`config.mk`:
```
export PLATFORM = sky130hd
export DESIGN_NAME = ifetch_unit
export DESIGN_NICKNAME = d
export VERILOG_FILES = /design/src/rtl/ifetch_unit.sv
export SDC_FILE = /design/constraint.sdc
export NUM_CORES = 1
export LEC_CHECK = 0
export CAP_MARGIN = 0
export CORE_MARGIN = 4
export CORE_UTILIZATION = 41
export DETAILED_ROUTE_END_ITERATION = 12
export GPL_TIMING_DRIVEN = 0
export PLACE_DENSITY = 0.75
export SYNTH_ARGS = -nofsm -noshare
export SYNTH_HDL_FRONTEND = slang
export SYNTH_SLANG_ARGS = --single-unit
```
`constraint.sdc`:
```
create_clock -name clk -period 3.28 [get_ports clk]
set_input_delay 0.656 -clock clk [delete_from_list [all_inputs] [get_ports clk]]
set_output_delay 0.656 -clock clk [all_outputs]
set_load 0.02 [all_outputs]
```
`src/rtl/ifetch_unit.sv`:
```
// Instruction-fetch stage: owns the PC, fetches over a req/ready port,
// holds one instruction until it retires, then steers to the next PC.
module ifetch_unit #(
  parameter logic [31:0] RESET_PC   = 32'h0000_0000,
  parameter int unsigned IMEM_WORDS = 16384
) (
  input  logic        clk,
  input  logic        rst,
  input  logic        branch,
  input  logic        zero,
  input  logic        jal,
  input  logic        jalr,
  input  logic [31:0] imm32,
  input  logic [31:0] alu_result,
  input  logic        hold,
  output logic        imem_req,
  output logic [31:0] imem_addr,
  input  logic [31:0] imem_rdata,
  input  logic        imem_ready,
  output logic [31:0] inst,
  output logic [31:0] pc,
  output logic [31:0] pc_plus4,
  output logic        inst_valid,
  output logic        fetch_err,
  output logic [31:0] instret
);

  localparam logic [31:0] NOP = 32'h0000_0013;
  localparam logic [32:0] PC_LIMIT = 33'(IMEM_WORDS) << 2;

  typedef enum logic [1:0] {
    FETCH = 2'd0,
    EXEC  = 2'd1,
    TRAP  = 2'd2
  } state_t;

  state_t      state;
  logic [31:0] rel_target;
  logic [31:0] jalr_target;
  logic [31:0] next_pc;
  logic        target_bad;

  assign pc_plus4    = pc + 32'd4;
  assign rel_target  = pc + imm32;
  assign jalr_target = alu_result & 32'hFFFF_FFFE;

  always_comb begin
    next_pc = pc_plus4;
    priority case (1'b1)
      jalr:           next_pc = jalr_target;
      jal:            next_pc = rel_target;
      branch && zero: next_pc = rel_target;
      default:        next_pc = pc_plus4;
    endcase
  end

  // Compare in 33 bits so a full 4 GiB memory never wraps the limit.
  assign target_bad = (next_pc[1:0] != 2'b00) ||
                      ({1'b0, next_pc} >= PC_LIMIT);

  assign imem_req  = (state == FETCH);
  assign imem_addr = pc;

  always_ff @(posedge clk) begin
    if (rst) begin
      state      <= FETCH;
      pc         <= RESET_PC;
      inst       <= NOP;
      inst_valid <= 1'b0;
      fetch_err  <= 1'b0;
      instret    <= 32'd0;
    end else begin
      unique case (state)
        FETCH: begin
          if (imem_ready) begin
            inst       <= imem_rdata;
            inst_valid <= 1'b1;
            state      <= EXEC;
          end
        end
        EXEC: begin
          if (!hold) begin
            instret    <= instret + 32'd1;
            pc         <= next_pc;
            inst_valid <= 1'b0;
            if (target_bad) begin
              fetch_err <= 1'b1;
              state     <= TRAP;
            end else begin
              state <= FETCH;
            end
          end
        end
        TRAP: begin
          inst_valid <= 1'b0;
          fetch_err  <= 1'b1;
        end
        default: begin
          inst_valid <= 1'b0;
          fetch_err  <= 1'b1;
          state      <= TRAP;
        end
      endcase
    end
  end

endmodule
```
After elaboration in Yosys (flattened, before gate mapping):

Index checks and enable logic that the tools add are counted.

* output and inout bits: 163
* input bits: 104
* flip-flop bits (word level): 100
* word-level logic and storage cells: 40

* add/sub/neg operators: 3
* reduce and logical (&&, ||, !) cells: 9
* magnitude comparators: 1
* equal/unequal tests: 5
* mux-type cells: 13
* bitwise logic cells: 3

Operators with widths (count)
* 2-to-1 mux 32 bit: 3
* adder 32 x 1 -> 32 bit, second input constant: 1
* adder 32 x 3 -> 32 bit, second input constant: 1
* adder 32 bit: 1
* greater-or-equal comparator 32 x 17 -> 1 bit, second input constant: 1
* 2-to-1 mux 2 bit: 3
* case mux 2 bit (3 select lines): 1
* AND reduction 2 bit: 3
* AND reduction 3 bit: 2
* 2-to-1 mux 1 bit: 4
* != test 2 bit, second input constant: 2
* case mux 1 bit (2 select lines): 2
* inverter 1 bit: 3
* equality test 2 x 1 -> 1 bit, second input constant: 1
* equality test 2 bit, second input constant: 1
* logical NOT 2 bit: 1
* != test 2 x 1 -> 1 bit, second input constant: 1
* nonzero test 2 bit: 1
* logical AND 1 bit: 1
* logical OR 1 bit: 1

Depth between registers and ports, before layout:

* depth after elaboration: 9
* mapped depth: 11
* mapped depth without buffers: 11

Worst setup path before layout:

Ideal clock, no wire load.

* path kind: input -> register
* start point: in imm32[0]
* end point: reg fetch_err
* required time: 3.145 ns
* stages on the path: 11
* setup time: 0.135 ns
* data arrival time: 3.250 ns
* setup slack: -0.105 ns
* path buffers: 0
* cells stage by stage: ha_1 -> fa_1 -> a211oi_1 -> o211a_1 -> o21a_1 -> mux2_2 -> o221ai_1 -> o311ai_1 -> or4b_1 -> nor4_2 -> a311oi_1

* cells in the longest elaborated chain, start to end: 8
* elaborated cells on any way between the ends: 9
* classes of those cells: add/sub: 1; order compare: 1; eq/ne: 1; mux: 3; reduce/logical: 3

RTL lines
* start: declaration: line 13 `input logic [31:0] imm32,`
* adder 32 bit (*): line 44 `assign rel_target = pc + imm32;`
* 2-to-1 mux 32 bit: line 49 `priority case (1'b1)`
* 2-to-1 mux 32 bit (*) (2 in a row): line 49
* greater-or-equal comparator 32 x 17 -> 1 bit / nonzero test 2 bit (equally long branches): line 59, 58
* logical OR 1 bit (*): line 58 `assign target_bad = (next_pc[1:0] != 2'b00) ||`
* != test 2 bit (no source line) (*)
* AND reduction 3 bit (no source line) (*)
* end signal: assignment: line 70 `fetch_err <= 1'b0;`
* end signal: assignment: line 87 `fetch_err <= 1'b1;`
* end signal: assignment: line 96 `fetch_err <= 1'b1;`
* end: declaration: line 24 `output logic fetch_err,`

Every way passes the cells marked *; elsewhere a longest branch is shown, timed or not.
A chain may end at the register's enable or synchronous reset.

Worst setup path in the final report:

Same ends and word-level chain as after synthesis.

==> results.txt <==
----------------------------------------------------
[Synth]
  Asr flop ratio synth ... 0
  Sequential cell area fraction in the yosys report ... 0.275
  Compound-gate portion of the synthesized area ... 0.228
  Synthesized instance count ... just under 1,000
  Post-Syn Nets ... 1,116
  Synthesized-area fraction occupied by and/or/nand/nor cells ... 0.270
  Synthesized cell area ... between 7000 and 8000 um^2
  EDFF count, synth ... 0
  Post-synthesis mux area share ... 0.00981
  Number of synthesis warnings ... 0
  Mean instance size in the synthesized netlist ... approximately 7.4 um^2
  Count of distinct cell types in the synthesized netlist ... 72
  Main combinational cell family by area after synthesis ... simple AND/OR/NAND/NOR gates
  Post-synthesis sequential element count ... 100
  Area share of fa/ha/maj cells after synthesis ... 0.0595
  Most used flip-flop cell after synthesis ... sky130_fd_sc_hd__dfxtp_1
  Fraction of synthesized cell area in xor and xnor cells ... 0.0855

[Route]
  Per-cell via count in the routed design ... 5.77
  1st-iter DRT viols ... 617
  Detailed-route wire length per cell ... 20.2 um
  Via count ... 8,713
  Drt pass-1 iters ... 5
  DRC violations left ... 0
  Total routed wirelength ... roughly 31,000 um
  Number of antenna-violating nets in the routed design ... 0

[Clocking]
  Buffer type at the clock tree root ... sky130_fd_sc_hd__clkbuf_16
  Maximum count of clock buffers along a single path ... 2
  Clock latency of the later-clocked register in the worst-skew pair ... roughly 0.35 ns
  Total clock buffers created by CTS ... 9
  TritonCTS clock tree ... built
  CTS clk-pin slew, worst paths ... 0.07 ns
  Clock Sink Count ... 100
  CTS Hold Buffers Added ... 0
  CTS H-Tree Depth ... 3

[Placed design]
  Number of cells in the design after placement ... about 1,500
  Gp weighted congestion ... ~0.95
  HPWL after DPL ... 22,500 um
  Worst slack, placed ... -0.942 ns
  Count of buffers from port buffering ... between 200 and 300

[Setup path]
  Flop2flop setup slack ... -0.06 ns
  Chain of cells forming the critical path ... buf_6 -> ha_4 -> fa_2 -> a211oi_2 -> o211a_1 -> buf_6 -> o211ai_1 -> a2111o_1 -> nand3_2 -> o311ai_2 -> or4b_4 -> nor4_4 -> a311oi_1
  Endpoint arrival time on the critical path ... 3.57 ns
  Slowest stage delay, CP ... 0.51 ns
  Type of the setup path with the least slack ... in2reg
  Crit path capture type ... flop
  Setup crit start kind ... input port
  Maximum fanout along the worst path ... 2
  Required time of the worst setup path ... between 3 and 4 ns
  Dominant cell type by count on the critical path ... sky130_fd_sc_hd__buf_6
  Max stage delay cell, worst path ... sky130_fd_sc_hd__or4b_4

[Timing]
  Unrepaired setup endpoints after global routing ... true
  Transition time at the pin with the least slew margin ... 0.898 ns
  Shortest period the worst path allows ... between 3 and 4 ns
  Max Freq ... 0.297 GHz
  Setup skew after layout ... 0.0121 ns
  Slew Viols, Final ... 0
  Hold violation total from the final report ... 0
  Summed negative setup slack over all endpoints ... -0.149 ns
  Number of setup violations in the final report ... 2
  Share of the clock period used by the worst path after layout ... 1.03
  Max_slew headroom ... 0.402
  Final critical-path setup slack ... -0.0900 ns

[Floorplan]
  Total die area ... 19,900 um^2
  Core outline area ... ~17,000 um^2
  Effective utilization at floorplan ... 0.419
  Die height ... 141 um
  Standard-cell rows ... between 40 and 50
  # IOs ... 267
  Width of the die ... ~140 um

[Min path]
  Class of the tightest hold or removal check ... reg2reg

[GRT]
  Vias in the first global route ... 8,211
  Largest net degree at the start of global routing ... 19
  Wire length of the first global-routing pass ... 45,200 um
  Initial antenna violation count ... 0
  Gr ovfl total ... 0
  GRT Resource Usage Total ... 0.285

[Status]
  Failing checks ... negative setup slack
  Status ... complete, but fails checks

[Finish]
  Share of post-route cells with drive strength above 1 ... 0.168
  Area grow syn2layout ... 57.5%
  Antenna Cells ... 0
  Final net count ... 1,418
  Count of non-filler cells in the finished layout ... 1,510

[Power]
  Static leakage ... about 4.5 nW
  Maximum vdd drop ... ~0.27 mV
  Power density over the cells ... 307 nW/um^2
  Total power draw ... 3.52 mW

[Job]
  Max-cap violation count ... 0

----------------------------------------------------
## critical path, delay by kind of cell
family	cells	cell delay, ns
and+or+nand+nor	3	0.81
buffers and inverters	2	0.22
adders and majority gates	2	0.49
AOI/OAI and AO/OA	6	1.38
## cells in the mapped netlist (all sizes together), types with 8 or more instances
cell	n	area, um^2
or3	9	56.3
o211ai	22	165
ha	33	413
clkbuf	52	195
a21o	13	97.6
xor2	40	350
dfxtp	100	2000
o21ai	28	140
a211oi	18	140
and3	15	93.8
a21oi	103	515
inv	13	48.8
and2	8	50.1
nor2	84	332
nand3	35	180
buf	39	282
xnor2	31	272
nor2b	8	50.1
nor3	19	106
nand2	171	642
nand4	24	180
## flip-flops by register name, summed over array words and instances (netlist names)
| name | flops |
|---|---|
| fetch_err | 1 |
| state | 2 |
| instret | 32 |
| inst | 32 |
| inst_valid | 1 |
| imem_addr | 32 |
## final timing paths
kind                                   from                     end  cells after the start
setup / recovery                   imm32[0]  fetch_err$_SDFFE_PP0P_                     13
hold / removal        inst[24]$_SDFFE_PP0P_   inst[24]$_SDFFE_PP0P_                      2
hold reg to reg       inst[24]$_SDFFE_PP0P_   inst[24]$_SDFFE_PP0P_                      2
setup reg to reg  imem_addr[0]$_SDFFE_PP0P_  fetch_err$_SDFFE_PP0P_                     12
## cell type report
class                   instances  area [um^2]
clock buffers                  10          229
clock inverters                 6         52.6
fillers                      1504         5900
inverters                      13         48.8
flip-flops and latches        100         2050
plain buffers                  76          427
multi-input cells             774         5400
repair buffers                306         2960
well taps                     225          282
## per-stage QoR
step	util	hold slack [ns]	cell area [um^2]
after floorplan	-	0.534	7280
after global placement	0.587	0.441	10200
after detailed placement	0.587	0.446	10200
after CTS	0.631	0.457	11000
after global routing	0.660	0.475	11500
final	0.660	0.453	11500
## layer usage
metal,up-vias,routed length (um),global-route usage
met3,84,2820,0.0614
met2,482,14200,0.464
li1,4079,-,-
met4,0,976,0.0872
met1,4068,12500,0.378
met5,-,0,0
## layout by cell type (no fill, tap or decap), types with 30 or more instances in the layout
| master | count |
|---|---|
| sky130_fd_sc_hd__nor2_1 | 80 |
| sky130_fd_sc_hd__a21oi_1 | 92 |
| sky130_fd_sc_hd__nand2_1 | 167 |
| sky130_fd_sc_hd__xor2_1 | 40 |
| sky130_fd_sc_hd__xnor2_1 | 30 |
| sky130_fd_sc_hd__nand3_1 | 32 |
| sky130_fd_sc_hd__clkdlybuf4s50_1 | 236 |
| sky130_fd_sc_hd__clkbuf_1 | 35 |
| sky130_fd_sc_hd__dfxtp_1 | 85 |
| sky130_fd_sc_hd__buf_4 | 74 |
## power breakdown
part	total, mW	switching, mW	leakage (nW)	internal [mW]
logic	1.14	0.607	3.49	0.529
clock network	1.05	0.521	0.138	0.530
registers	1.33	0.0708	0.824	1.26
## kinds of logic after synthesis
family / count (synthesis)
AO/OA/AOI/OAI: 254
XOR/XNOR: 71
adder cells (fa/ha/maj): 34
buffers and inverters: 104
flip-flops: 100
multiplexers: 7
AND/OR/NAND/NOR: 408
## timing repair
| item | 4_1_cts | 5_1_grt |
|---|---|---|
| setup buffers | 15 | 28 |
| pin swaps | 25 | 38 |
| hold endpoints to repair | 0 | 0 |
| resized for setup | 125 | 80 |
| setup endpoints to repair | 25 | 39 |
No activity file was read; power rests on OpenSTA's default activity.
